### config.mk
export PLATFORM = sky130hd
export DESIGN_NAME = simple_stim_driver_flat
export DESIGN_NICKNAME = d
export VERILOG_FILES = /design/src/rtl/simple_stim_driver_if.sv /design/src/rtl/simple_stim_driver.sv /design/src/flat_wrapper.sv
export SDC_FILE = /design/constraint.sdc
export NUM_CORES = 1
export LEC_CHECK = 0
export BUFFER_PORTS_ARGS = -buffer_cell sky130_fd_sc_hd__buf_2
export CORE_AREA = 2 2 107 57
export CTS_CLUSTER_DIAMETER = 100
export CTS_CLUSTER_SIZE = 30
export DETAILED_ROUTE_END_ITERATION = 6
export DIE_AREA = 0 0 109 59
export GPL_TIMING_DRIVEN = 0
export HOLD_SLACK_MARGIN = 0.02
export PLACE_DENSITY = 0.82
export SLEW_MARGIN = 20
export SYNTH_ARGS = -nofsm -noshare
export SYNTH_HDL_FRONTEND = slang
export SYNTH_SLANG_ARGS = --single-unit
### constraint.sdc
create_clock -name iccad_clk -period 1.72 [get_ports iccad_clk]
set_input_delay 0.258 -clock iccad_clk [delete_from_list [all_inputs] [get_ports iccad_clk]]
set_output_delay 0.258 -clock iccad_clk [all_outputs]
set_load 0.005 [all_outputs]
### src/rtl/simple_stim_driver_if.sv
// Vector request / response channels between a stimulus source and simple_stim_driver.
// The stimulus source uses the master modport; the driver uses the slave modport.
interface simple_stim_driver_if #(
    parameter int DEPTH = 16
);
    logic             vec_valid;
    logic             vec_ready;
    logic [DEPTH-1:0] vec_a;
    logic [DEPTH-1:0] vec_b;
    logic             rsp_valid;
    logic             rsp_ready;
    logic [DEPTH-1:0] rsp_data;

    modport master (
        output vec_valid, vec_a, vec_b, rsp_ready,
        input  vec_ready, rsp_valid, rsp_data
    );

    modport slave (
        input  vec_valid, vec_a, vec_b, rsp_ready,
        output vec_ready, rsp_valid, rsp_data
    );
endinterface

### src/rtl/simple_stim_driver.sv
// Serialises a vector pair LSB-first onto inp1/inp2 and captures the netlist's out bit per stimulus bit.
// Optional response compare (vec_exp/rsp_err) is enabled by defining SIMPLE_STIM_CMP_EN.
module simple_stim_driver #(
    parameter int DEPTH = 16,
    parameter int LAT   = 1
) (
    input  logic                 iccad_clk,
    input  logic                 iccad_rst,
    simple_stim_driver_if.slave  bus,
    output logic                 inp1,
    output logic                 inp2,
    input  logic                 out_sample,
    output logic                 busy
`ifdef SIMPLE_STIM_CMP_EN
    ,
    input  logic [DEPTH-1:0]     vec_exp,
    output logic                 rsp_err
`endif
);

    localparam int IDX_W = (DEPTH > 1) ? $clog2(DEPTH) : 1;
    localparam int CNT_W = $clog2(LAT + 1);
    localparam logic [IDX_W-1:0] LAST_IDX = IDX_W'(DEPTH - 1);
    localparam logic [CNT_W-1:0] LAT_CNT  = CNT_W'(LAT);

    typedef enum logic [1:0] {
        IDLE  = 2'd0,
        DRIVE = 2'd1,
        FLUSH = 2'd2,
        RESP  = 2'd3
    } state_t;

    state_t           state_reg,     state_next;
    logic [IDX_W-1:0] idx_reg,       idx_next;
    logic [CNT_W-1:0] flush_cnt_reg, flush_cnt_next;
    logic [DEPTH-1:0] a_reg,         a_next;
    logic [DEPTH-1:0] b_reg,         b_next;
    logic             inp1_reg,      inp1_next;
    logic             inp2_reg,      inp2_next;
    logic             rsp_valid_reg, rsp_valid_next;
    logic [DEPTH-1:0] rsp_data_reg,  rsp_data_next;
    logic [IDX_W-1:0] cap_idx_reg,   cap_idx_next;
    logic [LAT:0]     cap_pipe_reg,  cap_pipe_next;
`ifdef SIMPLE_STIM_CMP_EN
    logic [DEPTH-1:0] exp_reg,       exp_next;
`endif

    // One token per driven bit; it reaches the last stage on the edge before out_sample carries that bit's effect.
    assign cap_pipe_next[0] = (state_reg == DRIVE);
    generate
        for (genvar gi = 1; gi <= LAT; gi++) begin : g_cap_pipe
            assign cap_pipe_next[gi] = cap_pipe_reg[gi-1];
        end
    endgenerate

    always_ff @(posedge iccad_clk) begin
        if (iccad_rst) begin
            state_reg     <= IDLE;
            idx_reg       <= '0;
            flush_cnt_reg <= '0;
            a_reg         <= '0;
            b_reg         <= '0;
            inp1_reg      <= 1'b0;
            inp2_reg      <= 1'b0;
            rsp_valid_reg <= 1'b0;
            rsp_data_reg  <= '0;
            cap_idx_reg   <= '0;
            cap_pipe_reg  <= '0;
`ifdef SIMPLE_STIM_CMP_EN
            exp_reg       <= '0;
`endif
        end else begin
            state_reg     <= state_next;
            idx_reg       <= idx_next;
            flush_cnt_reg <= flush_cnt_next;
            a_reg         <= a_next;
            b_reg         <= b_next;
            inp1_reg      <= inp1_next;
            inp2_reg      <= inp2_next;
            rsp_valid_reg <= rsp_valid_next;
            rsp_data_reg  <= rsp_data_next;
            cap_idx_reg   <= cap_idx_next;
            cap_pipe_reg  <= cap_pipe_next;
`ifdef SIMPLE_STIM_CMP_EN
            exp_reg       <= exp_next;
`endif
        end
    end

    always_comb begin
        state_next     = state_reg;
        idx_next       = idx_reg;
        flush_cnt_next = flush_cnt_reg;
        a_next         = a_reg;
        b_next         = b_reg;
        inp1_next      = inp1_reg;
        inp2_next      = inp2_reg;
        rsp_valid_next = rsp_valid_reg;
        rsp_data_next  = rsp_data_reg;
        cap_idx_next   = cap_idx_reg;
`ifdef SIMPLE_STIM_CMP_EN
        exp_next       = exp_reg;
`endif

        case (state_reg)
            IDLE: begin
                if (bus.vec_valid) begin
                    state_next   = DRIVE;
                    a_next       = bus.vec_a;
                    b_next       = bus.vec_b;
                    idx_next     = '0;
                    cap_idx_next = '0;
`ifdef SIMPLE_STIM_CMP_EN
                    exp_next     = vec_exp;
`endif
                end
            end
            DRIVE: begin
                inp1_next = a_reg[idx_reg];
                inp2_next = b_reg[idx_reg];
                if (idx_reg == LAST_IDX) begin
                    state_next     = FLUSH;
                    flush_cnt_next = '0;
                end else begin
                    idx_next = idx_reg + IDX_W'(1);
                end
            end
            FLUSH: begin
                // The first FLUSH cycle still shows the last bit; LAT zero cycles follow before RESP.
                inp1_next = 1'b0;
                inp2_next = 1'b0;
                if (flush_cnt_reg == LAT_CNT) begin
                    state_next     = RESP;
                    rsp_valid_next = 1'b1;
                end else begin
                    flush_cnt_next = flush_cnt_reg + CNT_W'(1);
                end
            end
            RESP: begin
                if (bus.rsp_ready) begin
                    state_next     = IDLE;
                    rsp_valid_next = 1'b0;
                end
            end
            default: begin
                state_next = IDLE;
            end
        endcase

        if (cap_pipe_reg[LAT]) begin
            rsp_data_next[cap_idx_reg] = out_sample;
            cap_idx_next               = cap_idx_reg + IDX_W'(1);
        end
    end

    assign bus.vec_ready = (state_reg == IDLE);
    assign bus.rsp_valid = rsp_valid_reg;
    assign bus.rsp_data  = rsp_data_reg;
    assign inp1          = inp1_reg;
    assign inp2          = inp2_reg;
    assign busy          = (state_reg != IDLE);
`ifdef SIMPLE_STIM_CMP_EN
    assign rsp_err       = rsp_valid_reg && (rsp_data_reg != exp_reg);
`endif

endmodule

### src/flat_wrapper.sv
// flat-port wrapper written by rule: the top's interface ports become plain ports
module simple_stim_driver_flat 
#(
    parameter int DEPTH = 16,
    parameter int LAT   = 1
)
  (iccad_clk, iccad_rst, inp1, inp2, out_sample, busy, bus_vec_valid, bus_vec_a, bus_vec_b, bus_rsp_ready, bus_vec_ready, bus_rsp_valid, bus_rsp_data);
  simple_stim_driver_if #(.DEPTH(DEPTH)) bus_i ();
  input  logic iccad_clk;
  input  logic iccad_rst;
  output logic inp1;
  output logic inp2;
  input  logic out_sample;
  output logic busy;
  input wire logic [$bits(bus_i.vec_valid)-1:0] bus_vec_valid;
  input wire logic [$bits(bus_i.vec_a)-1:0] bus_vec_a;
  input wire logic [$bits(bus_i.vec_b)-1:0] bus_vec_b;
  input wire logic [$bits(bus_i.rsp_ready)-1:0] bus_rsp_ready;
  output wire logic [$bits(bus_i.vec_ready)-1:0] bus_vec_ready;
  output wire logic [$bits(bus_i.rsp_valid)-1:0] bus_rsp_valid;
  output wire logic [$bits(bus_i.rsp_data)-1:0] bus_rsp_data;
  assign bus_i.vec_valid = bus_vec_valid;
  assign bus_i.vec_a = bus_vec_a;
  assign bus_i.vec_b = bus_vec_b;
  assign bus_i.rsp_ready = bus_rsp_ready;
  assign bus_vec_ready = bus_i.vec_ready;
  assign bus_rsp_valid = bus_i.rsp_valid;
  assign bus_rsp_data = bus_i.rsp_data;
  simple_stim_driver #(.DEPTH(DEPTH), .LAT(LAT)) u_core (.iccad_clk(iccad_clk), .iccad_rst(iccad_rst), .bus(bus_i), .inp1(inp1), .inp2(inp2), .out_sample(out_sample), .busy(busy));
endmodule
==> impl_metrics.xml <==
<?xml version="1.0" encoding="UTF-8"?>
<metrics>
  <group name="critical_path">
    <metric name="worst-path-max-fanout" unit="">6</metric>
    <metric name="reg2reg_slack" unit="ns">0.05</metric>
    <metric name="worstReg2RegStart" unit="">u_core.state_reg[0]</metric>
    <metric name="critical_path_required" unit="ns">1.97</metric>
    <metric name="r2r_worst_path_depth" unit="">6</metric>
    <metric name="cp_cell_sequence" unit="">inv_1 &gt; ha_2 &gt; nor2b_1 &gt; a2111oi_4 &gt; nor2_1 &gt; a211oi_1</metric>
    <metric name="cpPeakStageDelay" unit="ns">0.37</metric>
    <metric name="worst-setup-path-type" unit="">reg2reg</metric>
    <metric name="capturing_point_of_the_worst_reg2reg_path" unit="">u_core.state_reg[0]</metric>
    <metric name="critPathCaptureType" unit="">register</metric>
    <metric name="critPathSlowestCell" unit="">a2111oi_4</metric>
    <metric name="arrival" unit="ns">1.92</metric>
    <metric name="crit_path_start_kind" unit="">register</metric>
  </group>
  <group name="yosys">
    <metric name="synthSimpleGateAreaFrac" unit="%">22.5</metric>
    <metric name="sequential_fraction_of_the_synthesis_area" unit="%">44.2</metric>
    <metric name="synth_top_family_by_area" unit="">simple AND/OR/NAND/NOR gates</metric>
    <metric name="yosys.area_share.xor_xnor" unit="%">0.907</metric>
    <metric name="post_synth_main_area_contributors" unit="">dfxtp_1 44%, nand2_1 9.6%, a21oi_1 6.4%, mux2i_1 6.2%, mux4_1 4.5%</metric>
    <metric name="postSynthNetCount" unit="">379</metric>
    <metric name="synth_compound_area_share" unit="%">10.2</metric>
    <metric name="synth.yosys.warnings" unit="">0</metric>
    <metric name="syn_avg_cell_area" unit="µm²">8.73</metric>
    <metric name="distinct_cells_synth" unit="">38</metric>
    <metric name="summed_instance_area_of_the_synthesized_netlist" unit="µm²">2900</metric>
    <metric name="postSynthRegisterBits" unit="">64</metric>
    <metric name="post-synth-top-area-fraction" unit="%">44.2</metric>
    <metric name="synth.area.mux_share" unit="%">13.5</metric>
    <metric name="post_synth_fa_ha_maj_area_fraction" unit="%">4.32</metric>
    <metric name="count_of_flip_flops_with_a_built_in_enable_after_synthesis" unit="">0</metric>
    <metric name="async_reset_ff_share" unit="%">0</metric>
    <metric name="post_synth_inst_count" unit="">332</metric>
    <metric name="yosys_most_used_dff" unit="">dfxtp_1</metric>
    <metric name="synth_top_cell_by_area" unit="">dfxtp_1</metric>
  </group>
  <group name="global_route">
    <metric name="number_of_antenna_violations_at_the_first_check_in_global_routing" unit="">0</metric>
    <metric name="grt_max_degree" unit="">12</metric>
    <metric name="grt_util_all_layers" unit="%">22.5</metric>
    <metric name="grt_remaining_overflow" unit="">0</metric>
    <metric name="first_global_vias" unit="">2559</metric>
    <metric name="grt_first_pass_wirelength" unit="mm">11.1</metric>
  </group>
  <group name="run_status">
    <metric name="outcome" unit="">completed</metric>
  </group>
  <group name="sta">
    <metric name="finalHoldWorstSlack" unit="ns">0.142</metric>
    <metric name="worst-slew-pin-transition" unit="ns">0.496</metric>
    <metric name="setup_viol" unit="">0</metric>
    <metric name="timing.slew.headroom" unit="%">66.9</metric>
    <metric name="skew" unit="ns">0.00488</metric>
    <metric name="fin_tns_setup" unit="ns">0</metric>
    <metric name="slew_violations" unit="">0</metric>
    <metric name="period_share" unit="%">97.2</metric>
    <metric name="final_period_minus_worst_setup_slack" unit="ns">1.67</metric>
    <metric name="max_freq" unit="MHz">598</metric>
    <metric name="hold_viol" unit="">0</metric>
  </group>
  <group name="floorplan">
    <metric name="floorplan.io_pins" unit="">58</metric>
    <metric name="die_area" unit="µm²">6430</metric>
    <metric name="starting_density_of_the_core" unit="%">53.7</metric>
    <metric name="floorplan.rows" unit="">19</metric>
    <metric name="die_w" unit="µm">109</metric>
    <metric name="core_area" unit="µm²">5400</metric>
    <metric name="die_h" unit="µm">59</metric>
  </group>
  <group name="clocking">
    <metric name="clock_path_buffers" unit="">2</metric>
    <metric name="clk_tree_root_cell" unit="">clkbuf_8</metric>
    <metric name="cts_inserted_buffers" unit="">9</metric>
    <metric name="worst_setup_hold_path_clk_slew" unit="ns">0.07</metric>
    <metric name="clock_tree_from_tritoncts" unit="">yes</metric>
    <metric name="clkLatencyLatePin" unit="ns">0.35</metric>
    <metric name="cts_sinks" unit="">64</metric>
    <metric name="htree_num_levels" unit="">3</metric>
  </group>
  <group name="worst_hold_path">
    <metric name="timing.hold.worst.start" unit="">bus_vec_a[3]</metric>
    <metric name="timing.hold.worst_endpoint" unit="">u_core.a_reg[3]</metric>
    <metric name="class_of_the_worst_hold_path" unit="">in2reg</metric>
    <metric name="whs_path_depth" unit="">3</metric>
  </group>
  <group name="drt">
    <metric name="final_antenna_net_count" unit="">0</metric>
    <metric name="detail_route.drc_violations" unit="">0</metric>
    <metric name="drt-vias-per-instance" unit="">5.35</metric>
    <metric name="num_vias" unit="">2558</metric>
    <metric name="routed_wire_length_per_instance" unit="µm">14.1</metric>
    <metric name="drt_pass1_iterations" unit="">4</metric>
    <metric name="drt_first_iter_violations" unit="">134</metric>
    <metric name="wirelength" unit="mm">6.75</metric>
  </group>
  <group name="final_layout">
    <metric name="antenna_cells" unit="">0</metric>
    <metric name="syn2layout_area_growth" unit="%">22.7</metric>
    <metric name="fillerInstances" unit="">422</metric>
    <metric name="nets" unit="">447</metric>
    <metric name="final_layout_size_suffix_gt1_share" unit="%">25.2</metric>
    <metric name="finish.utilization" unit="%">65.9</metric>
  </group>
  <group name="placed_design">
    <metric name="routabilityCongestion" unit="">0.824</metric>
    <metric name="port-buffer-count" unit="">56</metric>
    <metric name="detailedPlacementHpwl" unit="mm">4.69</metric>
  </group>
  <group name="run">
    <metric name="max_cap_viols" unit="">0</metric>
  </group>
  <group name="power">
    <metric name="p_leak" unit="nW">1.55</metric>
    <metric name="ir_worst_vdd" unit="mV">0.697</metric>
    <metric name="design_power_total" unit="mW">4.65</metric>
    <metric name="power_per_cell_area" unit="nW/µm²">1310</metric>
  </group>
</metrics>
-- cell usage in the layout, fill, tap and decap left out, types with 5 or more instances in the layout --
| master | count |
|---|---|
| nand4_1 | 5 |
| inv_1 | 7 |
| ha_1 | 7 |
| clkbuf_8 | 11 |
| nand2_1 | 74 |
| nand3_1 | 13 |
| a21oi_1 | 37 |
| clkbuf_1 | 11 |
| buf_2 | 59 |
| nor2b_1 | 7 |
| nor2_1 | 30 |
| dfxtp_1 | 60 |
| mux2i_1 | 18 |
| mux4_1 | 5 |
| nor3_1 | 8 |
-- metrics by stage --
step / instance area, µm² / instances / setup WS (ns)
after floorplan: 2900 / 332 / 0.131
final: 3560 / 478 / 0.0490
after global routing: 3560 / 478 / -0.00264
after CTS: 3520 / 478 / 0.00291
after global placement: 3270 / 461 / 0.0275
after detailed placement: 3270 / 461 / -0.0575
-- area by class of cell --
type / count / area, µm² / share of cell area, %
Buffer: 23 / 116 / 3.27
Clock buffer: 11 / 151 / 4.26
Clock inverter: 5 / 78.8 / 2.22
Inverter: 7 / 26.3 / 0.739
Multi-Input combinational cell: 238 / 1520 / 42.6
Sequential cell: 64 / 1290 / 36.2
Tap cell: 73 / 91.3 / 2.57
Timing Repair Buffer: 57 / 288 / 8.09
-- cells by family (layout without fill, tap and decap cells) --
logic type      Yosys count  after routing
compound gates           49             49
xor+xnor                  3              3
fa+ha+maj                10             10
buf+inv                  30            103
flops                    64             64
mux                      27             27
simple gates            149            149
-- per-layer routing --
metal / up-vias / global-route usage, % / wire, µm
met5: - / 0 / 0
met4: 0 / 10.1 / 84
met3: 10 / 7.25 / 432
met2: 84 / 40.6 / 3400
met1: 1195 / 24.7 / 2840
li1: 1269 / - / -
-- synthesized netlist by cell type, drive strengths merged (3+ instances only) --
cell type,count
nor2b,8
inv,7
dfxtp,64
a21oi,37
nor3,9
ha,10
mux4,8
nor2,30
a22oi,3
nand2,74
buf,6
clkbuf,17
nand3,14
mux2i,18
nand4,5
-- what timing repair did --
item,CTS,global route
gates resized for setup,6,21
hold buffers,0,0
pin swaps,1,2
setup endpoints to repair,33,35
buffers inserted,1,0
-- how the worst max path moves through the flow --
stage,start,endpoint,slack [ns]
2_1_floorplan,u_core.state_reg[0],u_core.state_reg[1],0.13
3_3_place_gp,u_core.state_reg[0],u_core.a_reg[6],0.03
3_5_place_dp,u_core.state_reg[0],u_core.state_reg[0],-0.06
4_1_cts,u_core.state_reg[1],u_core.idx_reg[3],0.003
5_1_grt,u_core.state_reg[1],u_core.idx_reg[3],-0.003
6_report,u_core.state_reg[0],u_core.state_reg[0],0.05
-- critical path: cells and delay by family (launching register included) --
kind,cells,cell delay (ns)
compound gates,2,0.62
fa+ha+maj,1,0.23
buf+inv,1,0.08
flops,1,0.36
simple gates,2,0.28
-- where the power goes --
group / total (mW) / internal (mW) / switching (mW) / leakage (nW)
registers: 1.81 / 1.69 / 0.125 / 0.523
clock network: 1.48 / 0.892 / 0.592 / 0.119
logic: 1.35 / 0.596 / 0.759 / 0.911
(Power assumes the default switching activity.)
